File: src/rtl/button_debouncer.sv
// ---------------------------------------------------------------------------
// button_debouncer
//   Debounces NUM_BTN raw push-button inputs using a slow sampling clock.
//   tick_clk (for example 100 Hz from an upstream divider) is handled as data.
//   It is synchronised into the clk_in domain and edge-detected into a
//   one-cycle sample_tick. On each sample_tick, every channel's synchronised
//   level is fed to a small FSM. A change is accepted only after
//   STABLE_SAMPLES consecutive equal samples.
//
// Ports
//   clk_in       in   1        system clock, sole clock of the block
//   rst          in   1        synchronous, active-high reset
//   tick_clk     in   1        divided sampling clock, treated as data
//   btn_raw      in   NUM_BTN  asynchronous raw button pins
//   sample_tick  out  1        one clk_in pulse per tick_clk rising edge
//   btn_level    out  NUM_BTN  debounced level, 1 = pressed
//   btn_press    out  NUM_BTN  one-cycle pulse on accepted press
//   btn_release  out  NUM_BTN  one-cycle pulse on accepted release
// ---------------------------------------------------------------------------
module button_debouncer #(
    parameter int unsigned NUM_BTN        = 4,
    parameter int unsigned STABLE_SAMPLES = 4,
    parameter bit          ACTIVE_LOW     = 1'b1
) (
    input  logic               clk_in,
    input  logic               rst,
    input  logic               tick_clk,
    input  logic [NUM_BTN-1:0] btn_raw,
    output logic               sample_tick,
    output logic [NUM_BTN-1:0] btn_level,
    output logic [NUM_BTN-1:0] btn_press,
    output logic [NUM_BTN-1:0] btn_release
);

    localparam int unsigned CW = $clog2(STABLE_SAMPLES + 1);

    // "cnt + 1 == STABLE_SAMPLES" is evaluated as "cnt == STABLE_SAMPLES - 1".
    // This keeps the comparison at the counter's own width.
    localparam logic [CW-1:0] CNT_LAST = CW'(STABLE_SAMPLES - 1);
    localparam logic [CW-1:0] CNT_ONE  = CW'(1);

    typedef enum logic [1:0] {
        S_LOW  = 2'd0,
        S_RISE = 2'd1,
        S_HIGH = 2'd2,
        S_FALL = 2'd3
    } state_t;

    // ------------------------------------------------------------------
    // tick_clk synchroniser and rising-edge detector
    // ------------------------------------------------------------------
    logic t1;
    logic t2;
    logic t3;

    always_ff @(posedge clk_in) begin
        if (rst) begin
            t1          <= 1'b0;
            t2          <= 1'b0;
            t3          <= 1'b0;
            sample_tick <= 1'b0;
        end else begin
            t1          <= tick_clk;
            t2          <= t1;
            t3          <= t2;
            sample_tick <= t2 & ~t3;
        end
    end

    // ------------------------------------------------------------------
    // Button polarity normalisation and 2-FF synchroniser (1 = pressed)
    // ------------------------------------------------------------------
    logic [NUM_BTN-1:0] btn_norm;
    logic [NUM_BTN-1:0] btn_m;
    logic [NUM_BTN-1:0] btn_s;

    always_comb begin
        btn_norm = ACTIVE_LOW ? ~btn_raw : btn_raw;
    end

    always_ff @(posedge clk_in) begin
        if (rst) begin
            btn_m <= '0;
            btn_s <= '0;
        end else begin
            btn_m <= btn_norm;
            btn_s <= btn_m;
        end
    end

    // ------------------------------------------------------------------
    // Per-channel debounce FSM
    // ------------------------------------------------------------------
    for (genvar g = 0; g < NUM_BTN; g++) begin : g_chan
        state_t        state;
        state_t        state_nxt;
        logic [CW-1:0] cnt;
        logic [CW-1:0] cnt_nxt;
        logic          press_nxt;
        logic          release_nxt;
        logic          level_nxt;
        logic          level_q;
        logic          press_q;
        logic          release_q;

        always_comb begin
            state_nxt   = state;
            cnt_nxt     = cnt;
            press_nxt   = 1'b0;
            release_nxt = 1'b0;

            if (sample_tick) begin
                case (state)
                    S_LOW: begin
                        if (btn_s[g]) begin
                            state_nxt = S_RISE;
                            cnt_nxt   = CNT_ONE;
                        end
                    end
                    S_RISE: begin
                        if (!btn_s[g]) begin
                            state_nxt = S_LOW;
                            cnt_nxt   = '0;
                        end else if (cnt == CNT_LAST) begin
                            state_nxt = S_HIGH;
                            cnt_nxt   = '0;
                            press_nxt = 1'b1;
                        end else begin
                            cnt_nxt = cnt + CNT_ONE;
                        end
                    end
                    S_HIGH: begin
                        if (!btn_s[g]) begin
                            state_nxt = S_FALL;
                            cnt_nxt   = CNT_ONE;
                        end
                    end
                    S_FALL: begin
                        if (btn_s[g]) begin
                            state_nxt = S_HIGH;
                            cnt_nxt   = '0;
                        end else if (cnt == CNT_LAST) begin
                            state_nxt   = S_LOW;
                            cnt_nxt     = '0;
                            release_nxt = 1'b1;
                        end else begin
                            cnt_nxt = cnt + CNT_ONE;
                        end
                    end
                    default: begin
                        state_nxt = S_LOW;
                        cnt_nxt   = '0;
                    end
                endcase
            end

            // The level follows the next state, so it changes on the same
            // edge as the corresponding press/release pulse.
            level_nxt = (state_nxt == S_HIGH) || (state_nxt == S_FALL);
        end

        always_ff @(posedge clk_in) begin
            if (rst) begin
                state     <= S_LOW;
                cnt       <= '0;
                level_q   <= 1'b0;
                press_q   <= 1'b0;
                release_q <= 1'b0;
            end else begin
                state     <= state_nxt;
                cnt       <= cnt_nxt;
                level_q   <= level_nxt;
                press_q   <= press_nxt;
                release_q <= release_nxt;
            end
        end

        assign btn_level[g]   = level_q;
        assign btn_press[g]   = press_q;
        assign btn_release[g] = release_q;
    end

endmodule

File: config.mk
export PLATFORM = sky130hd
export DESIGN_NAME = button_debouncer
export DESIGN_NICKNAME = d
export VERILOG_FILES = /design/src/rtl/button_debouncer.sv
export SDC_FILE = /design/constraint.sdc
export NUM_CORES = 1
export LEC_CHECK = 0
export ABC_AREA = 1
export CAP_MARGIN = 25
export CORE_ASPECT_RATIO = 1.2
export CORE_MARGIN = 5
export CORE_UTILIZATION = 25
export DETAILED_ROUTE_END_ITERATION = 6
export PLACE_DENSITY = 0.39
export SETUP_SLACK_MARGIN = 0.1
export SYNTH_ARGS = -nofsm -noshare
export SYNTH_HDL_FRONTEND = slang
export SYNTH_SLANG_ARGS = --single-unit
File: constraint.sdc
create_clock -name clk_in -period 1.2 [get_ports clk_in]
set_input_delay 0.36 -clock clk_in [delete_from_list [all_inputs] [get_ports clk_in]]
set_output_delay 0.36 -clock clk_in [all_outputs]
set_load 0.02 [all_outputs]
## After elaboration in Yosys (flattened, before gate mapping)

Cells that the tools add are included.

- Input port bits: 7
- Logic and storage cells: 158
- Bits in registers: 44
- Output and inout bits: 13

- Reduce and logical (&&, ||, !) cells: 20
- $add $sub $neg: 4
- Bitwise operators: 16
- Equality and inequality tests: 32
- Multiplexer cells: 60

Operators with widths:

| kind | count |
|---|---|
| 2-to-1 mux 3 bit | 20 |
| 2-to-1 mux 2 bit | 28 |
| case mux 3 bit (4 select lines) | 4 |
| == test 2 bit, second input constant | 16 |
| case mux 2 bit (4 select lines) | 4 |
| OR reduction 4 bit | 8 |
| != test 2 bit, second input constant | 8 |
| NOT 1 bit | 14 |
| adder 3 x 1 -> 3 bit, second input constant | 4 |
| == test 3 x 2 -> 1 bit, second input constant | 4 |
| AND reduction 3 bit | 4 |
| == test 2 x 1 -> 1 bit, second input constant | 4 |
| zero test 2 bit | 4 |
| logical OR 1 bit | 4 |
| 2-to-1 mux 1 bit | 4 |
| NOT 4 bit | 1 |
| bitwise AND 1 bit | 1 |

## Logic depth before layout (Yosys ltp)

Gate-level depths: netlist of run 1.

- Depth in word-level cells: 7
- Gate-level depth with buffers: 6
- Gate-level depth less buffers: 6

## Least setup slack after synthesis of run 1

OpenSTA, ideal clock, no wires.

- Path type: flip-flop to flip-flop
- Start point: register sample_tick
- End point: register g_chan[0].state[0]
- Stages on the path, launching flop included: 6
- Buffers on the path: 1
- Library setup time: 0.087 ns
- Arrival: 0.990 ns
- Setup slack: 0.123 ns
- Clock period less this slack: 1.077 ns
- Cell sequence: dfxtp_1 > inv_2 > nor2_8 > buf_4 > nand3_1 > o31ai_1

- Cells in the longest elaborated chain, start to end: 1

Ends and longest elaborated chain:

| element | RTL line | RTL |
|---|---|---|
| start, declared | 29 | `output logic sample_tick,` |
| start signal, assigned | 66 | `sample_tick <= t2 & ~t3;` |
| 2-to-1 mux 2 bit | 112 | `if (sample_tick) begin` |
| end signal, assigned | 170 | `state <= state_nxt;` |
| end, declared | 95 | `state_t state;` |

Every way passes these cells.
A chain may end at the register's enable or synchronous reset.

## Worst setup path in the final report of run 1

- Start point: register sample_tick
- End point: output port sample_tick

No word-level cell between the ends.

==> results of run 1 <==
-- routing by layer --
| metal | global-route usage (%) | vias up | wire length [um] |
|---|---|---|---|
| met1 | 10.00 | 653 | 1617 |
| li1 | - | 773 | - |
| met5 | 0 | - | 0 |
| met3 | 2.558 | 8 | 157 |
| met4 | 4.959 | 0 | 102 |
| met2 | 14.62 | 26 | 1718 |
-- state kept, by name (all words and copies together) (netlist names), 4 cells and up --
name              flops
g_chan.cnt           12
g_chan.press_q        4
g_chan.state          8
g_chan.level_q        4
g_chan.release_q      4
btn_m                 4
btn_s                 4
-- worst max path at each step --
stage | end | slack [ns] | startpoint
6_report | sample_tick | 0.08 | sample_tick
3_5_place_dp | g_chan[2].state[1] | -0.38 | rst
3_3_place_gp | g_chan[1].level_q | -0.37 | rst
5_1_grt | g_chan[2].level_q | 0.02 | sample_tick
4_1_cts | sample_tick | 0.06 | sample_tick
2_1_floorplan | g_chan[0].state[0] | 0.12 | sample_tick
-- through the flow --
| stage | power [W] | hold WS [ns] | setup TNS, ns | instance area (sq um) | instances |
|---|---|---|---|---|---|
| after global routing | 0.002823 | 0.4101 | 0 | 2266 | 338 |
| after floorplan | 0.001584 | 0.3728 | 0 | 1798 | 230 |
| after global placement | 0.001636 | 0.3768 | -13.72 | 2063 | 330 |
| after detailed placement | 0.001635 | 0.3839 | -13.70 | 2063 | 330 |
| final | 0.002680 | 0.3863 | 0 | 2266 | 338 |
| after CTS | 0.002745 | 0.3898 | 0 | 2226 | 338 |
-- kinds of logic (layout without fill, tap and decap cells) --
kind of cell / count (synthesis) / count (layout) / synth area share, %
and+or+nand+nor: 119 / 119 / 29.78
buffers and inverters: 47 / 68 / 13.43
DFF: 44 / 44 / 48.99
AOI/OAI and AO/OA: 16 / 16 / 5.011
adders and majority gates: 4 / 4 / 2.784
-- layout by cell type (no fill, tap or decap), drive strengths merged --
| master | netlist | layout |
|---|---|---|
| dfxtp | 44 | 44 |
| nand2 | 42 | 42 |
| nor2 | 33 | 33 |
| nand3 | 30 | 30 |
| inv | 30 | 30 |
| buf | 17 | 26 |
| a21oi | 10 | 10 |
| nand4 | 9 | 9 |
| clkbuf | 0 | 5 |
| clkdlybuf4s50 | 0 | 5 |
| nor3 | 5 | 5 |
| o31ai | 4 | 4 |
| ha | 4 | 4 |
| o21ai | 2 | 2 |
| bufinv | 0 | 1 |
| dlygate4sd2 | 0 | 1 |
-- final cells by class --
cell class	instances	area share (%)
inverters	30	5.191
flip-flops and latches	44	39.76
well taps	87	4.804
clock buffers	5	3.037
clock inverters	1	1.325
repair buffers	32	14.41
multi-input cells	139	31.47
-- repair_timing --
action | CTS | global route
resized for setup | 98 | 12
pin swaps | 4 | 5
buffers inserted | 2 | 0
setup endpoints to repair | 57 | 39
-- where the power goes --
group	total, W	switching, W	internal [W]	leakage, nW
Sequential	0.00149	0.0000111	0.00148	0.365
Combinational	0.000114	0.0000637	0.0000504	0.523
Clock	0.00108	0.000480	0.000598	0.0501
==> flow_metrics.py, run 1 <==
metrics = {
    "worst_setup_path": {
        "end_kind": "output pin",
        "r2r-end": "g_chan[2].state[1]",
        "worst-setup-path-type": "reg -> out",
        "slowest_delay_ns": 0.35,
        "crit_chain": "buf_6",
        "rr_startpoint": "sample_tick",
        "crit_required_ns": 0.84,
        "crit_cells": 1,
        "cp.arrival_ns": 0.76,
        "slowest_stage": "dfxtp_2",
        "r2r_setup_slack_ns": 0.12,
        "cp.buffers_inverters": 1,
        "reg2regPathDepth": 5,
        "cp_max_fo": 2,
        "worstSetupStartpointType": "register",
        "crit_family": "flip-flops",
    },
    "final_layout": {
        "multi_input_area_sq_um": 713.2,
        "synthToLayoutAreaGrowth_pct": 26.03,
        "num-fill-cells": 774,
        "nets": 263,
        "drive_above_1_share_pct": 24.30,
        "seq_area_sq_um": 900.9,
        "diodes": 0,
        "finish.utilization_pct": 32.67,
    },
    "timing": {
        "rsz0062_at_grt": "yes",
        "worst_clock_skew_ns": 0.007580,
        "setup_slack_ns": 0.08498,
        "relSlewSlack_pct": 82.56,
        "final.period_utilization_pct": 92.92,
        "hold_violations": 0,
        "slew_violations": 0,
        "setup_viol": 0,
        "fin_crit_ns": 1.115,
        "maxClockFrequency_mhz": 896.8,
        "tightestPinTransition_ns": 0.2616,
    },
    "place": {
        "place_ws_ns": -0.3840,
        "place_hpwl_um": 2509,
        "port-buffer-count": 19,
        "gp_congestion": 0.7622,
    },
    "yosys": {
        "yosysSeqAreaShare_pct": 48.99,
        "synthTopCellsByCount": "dfxtp_1, nand2_1, nor2_1",
        "netlist_top_cells_area": "dfxtp_1, nand2_1, nand3_1",
        "syn_area_sq_um": 1798,
        "ys_ff_latch": 44,
        "synthArstFlopShare_pct": 0,
        "yosysWarnings": 0,
        "syn_area_per_cell_sq_um": 7.817,
        "synth_edf_count": 0,
        "synth.distinct_cells": 17,
        "synth_top_flop_cell": "dfxtp_1",
        "yosysMostFrequentCell": "dfxtp_1",
        "yosysTopAreaCell": "dfxtp_1",
        "synth_cells": 230,
        "synth_nets": 241,
        "synth_top_area_share_pct": 48.99,
    },
    "clock_tree": {
        "cts_sinks": 44,
        "clk_pin_slew_worst_paths_ns": 0.08,
        "postCtsHoldBufs": 0,
        "cts-root-buf": "clkbuf_8",
        "numCtsBuffers": 5,
        "htree_levels": 2,
        "clock_latency_ns": 0.29,
        "cts_tree": "yes",
        "clock_path_buffers": 2,
    },
    "floorplan": {
        "start_util_pct": 25.92,
        "core_sq_um": 6937,
        "die_w_um": 87.42,
        "die_h_um": 102.9,
        "rows": 33,
        "ios": 20,
        "dieArea_sq_um": 8995,
    },
    "worst_hold_path": {
        "min_path_type": "reg -> reg",
        "whs_endpoint": "sample_tick",
        "min_from": "t3",
        "whs_path_depth": 1,
    },
    "status": {
        "status": "finished clean",
    },
    "route": {
        "drcViolationCount": 0,
        "first_iter_violations": 25,
        "vias": 1460,
        "wl_per_cell_um": 10.64,
        "ant_nets": 0,
        "firstDrtPassIters": 4,
        "finalWirelength_um": 3595,
        "vias_per_cell": 4.320,
    },
    "global_route": {
        "grt_use_total_pct": 8.781,
        "antenna_found_initial": 0,
        "grt.overflow.total": 0,
        "grt_pass1_wl_um": 6078,
        "grt_max_degree": 17,
        "grt_pass1_vias": 1399,
    },
    "pwr": {
        "p_per_area_nw_per_um2": 1183,
        "leakagePower_nw": 0.9383,
        "ir_drop_mv": 0.5037,
    },
    "flow_run": {
        "cap_violations": 0,
    },
}
Note: power is estimated with default switching activity, not from simulation.
==> run 2, diff against run 1 <==
--- a/config.mk
+++ b/config.mk
@@ -11,6 +11,7 @@
 export CORE_MARGIN = 5
 export CORE_UTILIZATION = 25
 export DETAILED_ROUTE_END_ITERATION = 6
+export MAX_ROUTING_LAYER = met4
 export PLACE_DENSITY = 0.39
 export SETUP_SLACK_MARGIN = 0.1
 export SYNTH_ARGS = -nofsm -noshare
==> run 2 against run 1 <==
Sequential power hardly changed. Worst setup slack hardly changed. Critical path depth stayed put. Sequential cell count did not move. Routed wire length rose by 1.4%. Maximum frequency about the same. Design area increased by 0.83%. Clock power barely moved. Global-route usage up 0.31 points.
==> flow_metrics.py, run 2 (synthesized netlist as in run 1, its figures left out) <==
metrics = {
    "status": {
        "status": "finished clean",
    },
    "timing": {
        "finalSetupTns_ns": 0,
        "setup_viol": 0,
        "relSlewSlack_pct": 82.56,
        "tightestPinTransition_ns": 0.2616,
        "hold_violations": 0,
        "slew_violations": 0,
        "rsz0062_at_grt": "yes",
        "fin_crit_ns": 1.115,
        "maxClockFrequency_mhz": 896.9,
        "worst_clock_skew_ns": 0.008292,
        "final.period_utilization_pct": 92.92,
    },
    "clock_tree": {
        "cts_tree": "yes",
        "numCtsBuffers": 5,
        "cts-root-buf": "clkbuf_8",
        "cts_sinks": 44,
        "postCtsHoldBufs": 0,
        "clock_latency_ns": 0.29,
        "clock_path_buffers": 2,
        "clk_pin_slew_worst_paths_ns": 0.08,
        "htree_levels": 2,
    },
    "pwr": {
        "p_per_area_nw_per_um2": 1174,
        "p_total_w": 0.002683,
        "leakagePower_nw": 0.9430,
        "ir_drop_mv": 0.5251,
    },
    "worst_setup_path": {
        "end_kind": "output pin",
        "r2r_setup_slack_ns": 0.11,
        "r2r-end": "g_chan[2].state[1]",
        "cp_max_fo": 2,
        "rr_startpoint": "sample_tick",
        "reg2regPathDepth": 5,
        "crit_required_ns": 0.84,
        "crit_family": "flip-flops",
        "cp.buffers_inverters": 1,
        "cp.arrival_ns": 0.76,
        "slowest_stage": "dfxtp_2",
        "worstSetupStartpointType": "register",
        "worst-setup-path-type": "reg -> out",
        "crit_chain": "buf_6",
        "slowest_delay_ns": 0.35,
    },
    "route": {
        "ant_nets": 0,
        "vias_per_cell": 4.313,
        "vias": 1462,
        "finalWirelength_um": 3645,
        "drcViolationCount": 0,
        "wl_per_cell_um": 10.75,
        "firstDrtPassIters": 4,
        "first_iter_violations": 41,
    },
    "final_layout": {
        "largest_reg_flops": 12,
        "largest-register": "g_chan.cnt",
        "synthToLayoutAreaGrowth_pct": 27.07,
        "largest_registers": "g_chan.cnt x12, g_chan.state x8",
        "drive_above_1_share_pct": 25.40,
        "multi_input_area_sq_um": 723.2,
        "seq_area_sq_um": 902.1,
        "final_common_cell": "nand2_1",
        "nets": 264,
        "final_cell_mix": "nand2_1, nor2_1, inv_1, nand3_1, dfxtp_1",
        "num-fill-cells": 772,
        "diodes": 0,
    },
    "global_route": {
        "grt_pass1_wl_um": 6072,
        "grt_max_degree": 17,
        "antenna_found_initial": 0,
        "grt.overflow.total": 0,
        "grt_use_total_pct": 9.096,
        "grt_pass1_vias": 1401,
    },
    "place": {
        "gp_congestion": 0.7723,
        "port-buffer-count": 19,
        "place_hpwl_um": 2509,
    },
    "flow_run": {
        "cap_violations": 0,
    },
    "floorplan": {
        "dieArea_sq_um": 8995,
        "rows": 33,
        "core_sq_um": 6937,
        "ios": 20,
        "start_util_pct": 25.92,
        "die_h_um": 102.9,
        "die_w_um": 87.42,
    },
    "worst_hold_path": {
        "min_from": "t3",
        "min_path_type": "reg -> reg",
        "whs_path_depth": 1,
        "whs_endpoint": "sample_tick",
    },
}
[run 2: cell count changes in the layout (fill, tap and decap cells not counted)]
cell	before	now
buf_4	9	10
dfxtp_1	28	27
dfxtp_2	16	17
nand3_1	29	28
nand3_2	1	2
nor2_2	2	1
nor2_4	1	2
[run 2: power by group]
| group | leakage, nW | internal [W] | switching, W |
|---|---|---|---|
| Sequential | 0.365 | 0.00148 | 0.0000111 |
| Combinational | 0.528 | 0.0000507 | 0.0000646 |
| Clock | 0.0501 | 0.000598 | 0.000481 |
| Total | 0.943 | 0.00213 | 0.000556 |
[run 2: worst max-delay path by stage]
stage	startpoint	endpoint	slack, ns	cells past startpoint
6_report	sample_tick	sample_tick	0.08	1
5_1_grt	sample_tick	g_chan[2].level_q	0.02	5
4_1_cts	sample_tick	sample_tick	0.06	1
3_5_place_dp	rst	g_chan[2].state[1]	-0.38	4
3_3_place_gp	rst	g_chan[1].level_q	-0.37	4
2_1_floorplan	sample_tick	g_chan[0].state[0]	0.12	5
[run 2: routing by layer]
metal	global-route usage (%)	part of all wire (%)	routed length (um)	vias to the layer above
met5	-	0	0	-
met4	4.959	2.5	92	0
met3	2.798	4.6	169	5
met2	14.62	48	1745	27
met1	10.00	45	1637	656
li1	-	-	-	774
[run 2: stage by stage]
step,util [%],cell area (sq um),hold WS (ns),std cells,worst slack (ns)
2_1_floorplan,-,1798,0.3728,230,0.1230
3_3_place_gp,29.74,2063,0.3768,330,-0.3742
3_5_place_dp,29.74,2063,0.3839,330,-0.3840
4_1_cts,32.09,2226,0.3898,338,0.05943
5_1_grt,32.94,2285,0.4101,339,0.01921
6_report,32.94,2285,0.3866,339,0.08499
[run 2: cell type report]
cell class,instances,share of cell area [%]
Tap cell,87,4.764
Sequential cell,44,39.49
Inverter,30,5.148
Clock inverter,1,1.314
Clock buffer,5,3.012
Timing Repair Buffer,33,14.62
Multi-Input combinational cell,139,31.65
[run 2: repair_timing]
| action | CTS | global route |
|---|---|---|
| setup buffers | 2 | 1 |
| gates cloned | 0 | 0 |
| pin swaps | 4 | 6 |
| endpoints found under the setup margin | 57 | 39 |
| endpoints found under the hold margin | 0 | 0 |
| gates resized for setup | 98 | 15 |
==> run 3, diff against run 2 <==
--- a/config.mk
+++ b/config.mk
@@ -7,12 +7,10 @@
 export LEC_CHECK = 0
 export ABC_AREA = 1
 export CAP_MARGIN = 25
-export CORE_ASPECT_RATIO = 1.2
 export CORE_MARGIN = 5
-export CORE_UTILIZATION = 25
+export CORE_UTILIZATION = 30
 export DETAILED_ROUTE_END_ITERATION = 6
 export MAX_ROUTING_LAYER = met4
-export PLACE_DENSITY = 0.39
 export SETUP_SLACK_MARGIN = 0.1
 export SYNTH_ARGS = -nofsm -noshare
 export SYNTH_HDL_FRONTEND = slang
==> run 3 against run 2 <==
The flow now finishes with violations (setup timing). Clock skew shrank 0.00064 ns. Die area decreased by 15%. Cell count down 1.5%. Design area is 8.2% higher. Via count up 4.7%. Combinational power increased by 14%. Non-clock buffer count rose by 5. Routed wire length is 0.99% higher. Highest routed layer unchanged.
==> flow_metrics.py, run 3 (synthesized netlist as in run 1, its figures left out) <==
metrics = {
    "status": {
        "status": "finished, violations left",
        "violations": "setup timing",
    },
    "clock_tree": {
        "clk_pin_slew_worst_paths_ns": 0.08,
        "cts_tree": "yes",
        "numCtsBuffers": 5,
        "clock_latency_ns": 0.29,
        "cts_sinks": 44,
        "postCtsHoldBufs": 0,
        "clock_path_buffers": 2,
        "cts-root-buf": "clkbuf_8",
        "htree_levels": 2,
    },
    "worst_setup_path": {
        "crit_chain": "buf_6 > buf_6",
        "cp.buffers_inverters": 2,
        "worst-setup-path-type": "reg -> out",
        "slowest_delay_ns": 0.34,
        "worstSetupStartpointType": "register",
        "crit_required_ns": 0.84,
        "crit_family": "flip-flops",
        "end_kind": "output pin",
        "rr_startpoint": "sample_tick",
        "cp.arrival_ns": 0.85,
        "cp_max_fo": 2,
        "slowest_stage": "dfxtp_2",
        "reg2regPathDepth": 7,
        "path_common_cell": "buf_6",
        "r2r_setup_slack_ns": 0.05,
        "r2r-end": "g_chan[1].state[1]",
    },
    "global_route": {
        "grt_pass1_wl_um": 6134,
        "grt_max_degree": 17,
        "grt_pass1_vias": 1409,
        "antenna_found_initial": 0,
        "grt_use_total_pct": 10.38,
        "grt.overflow.total": 0,
    },
    "route": {
        "top_layer_used": "met4",
        "firstDrtPassIters": 4,
        "wl_met3_um": 174,
        "drcViolationCount": 0,
        "first_iter_violations": 130,
        "met2WireLength_um": 1845,
        "wl_met1_um": 1600,
        "wl_per_cell_um": 11.02,
        "vias_per_cell": 4.584,
        "ant_nets": 0,
        "vias": 1531,
        "finalWirelength_um": 3681,
    },
    "timing": {
        "setup_slack_ns": -0.01179,
        "slew_violations": 0,
        "final.period_utilization_pct": 101.0,
        "finalSetupTns_ns": -0.01179,
        "tightestPinTransition_ns": 0.3362,
        "maxClockFrequency_mhz": 825.2,
        "fin_crit_ns": 1.212,
        "setup_viol": 1,
        "rsz0062_at_grt": "yes",
        "relSlewSlack_pct": 77.59,
        "hold_violations": 0,
        "worst_clock_skew_ns": 0.007656,
    },
    "worst_hold_path": {
        "whs_endpoint": "sample_tick",
        "min_path_type": "reg -> reg",
        "min_from": "t3",
        "whs_path_depth": 1,
    },
    "final_layout": {
        "final_common_cell": "nand2_1",
        "largest-register": "g_chan.cnt",
        "diodes": 0,
        "nets": 269,
        "synthToLayoutAreaGrowth_pct": 37.51,
        "final_cell_mix": "nand2_1, inv_1, nor2_1, dfxtp_1",
        "largest_registers": "g_chan.cnt x12, g_chan.state x8",
        "drive_above_1_share_pct": 35.52,
        "fin_area_sq_um": 2472,
        "largest_reg_flops": 12,
    },
    "place": {
        "port-buffer-count": 19,
        "place_hpwl_um": 2362,
        "postPlaceCellArea_sq_um": 2013,
        "gp_congestion": 0.7758,
    },
    "floorplan": {
        "rows": 28,
        "start_util_pct": 30.55,
        "die_w_um": 87.42,
        "ios": 20,
        "dieArea_sq_um": 7641,
        "core_sq_um": 5886,
        "die_h_um": 87.42,
    },
    "flow_run": {
        "cap_violations": 0,
    },
    "pwr": {
        "leakagePower_nw": 0.9918,
        "p_per_area_nw_per_um2": 1037,
        "ir_drop_mv": 0.6648,
    },
}
-- run 3: cell count changes in the layout (fill, tap and decap cells not counted), moves of 4 or more --
cell | previous run | this run
nor2_2 | 1 | 5
nand3_2 | 2 | 6
nand3_1 | 28 | 23
buf_6 | 16 | 23
a21oi_1 | 10 | 6
a21oi_2 | 0 | 4
nor2_1 | 29 | 25
-- run 3: how the worst max path moves through the flow --
| stage | slack (ns) | start | cells after the start | to |
|---|---|---|---|---|
| after global placement | -0.39 | rst | 4 | g_chan[2].level_q |
| after global routing | -0.06 | sample_tick | 6 | g_chan[2].state[1] |
| after floorplan | 0.12 | sample_tick | 5 | g_chan[0].state[0] |
| final | -0.01 | sample_tick | 2 | sample_tick |
| after detailed placement | -0.42 | rst | 4 | g_chan[2].level_q |
| after CTS | 0.06 | sample_tick | 1 | sample_tick |
-- run 3: power breakdown --
| part | switching [W] | total, W | internal [W] |
|---|---|---|---|
| clock network | 0.000476 | 0.000946 | 0.000470 |
| logic | 0.0000718 | 0.000131 | 0.0000590 |
| registers | 0.0000123 | 0.00149 | 0.00148 |
-- run 3: metrics by stage --
step	util [%]	setup WS, ns	instances	power (W)	hold slack, ns
6_report	42.01	-0.01179	334	0.002565	0.3878
5_1_grt	42.01	-0.05529	334	0.002690	0.4269
4_1_cts	38.01	0.06092	328	0.002583	0.3918
3_5_place_dp	34.20	-0.4185	315	0.001626	0.3873
3_3_place_gp	34.20	-0.3887	315	0.001624	0.3766
2_1_floorplan	-	0.1230	230	0.001584	0.3728
-- run 3: area by class of cell --
class | instances | area, sq um
Tap cell | 75 | 93.84
Clock buffer | 8 | 90.09
Fill cell | 589 | 3413
Inverter | 30 | 125.1
Sequential cell | 44 | 907.1
Timing Repair Buffer | 38 | 405.4
Multi-Input combinational cell | 139 | 850.8
-- run 3: what timing repair did --
action / 4_1_cts / 5_1_grt
resized for setup: 106 / 52
cloned: 0 / 0
pin swaps: 2 / 20
buffers inserted: 5 / 6
setup endpoints to repair: 55 / 41
-- run 3: routing by layer --
layer,GRT usage [%],vias to the layer above
li1,-,789
met1,11.99,705
met2,16.58,30
met3,3.122,7
met4,4.603,0
met5,-,-
-- run 3: worst reg2reg max path: stages, from the launching register on --
cell and delay, ns:
dfxtp_2 0.35, buf_6 0.13, inv_8 0.04, nor2_8 0.11, buf_6 0.11, buf_6 0.11, nand4_4 0.10, a21oi_2 0.14
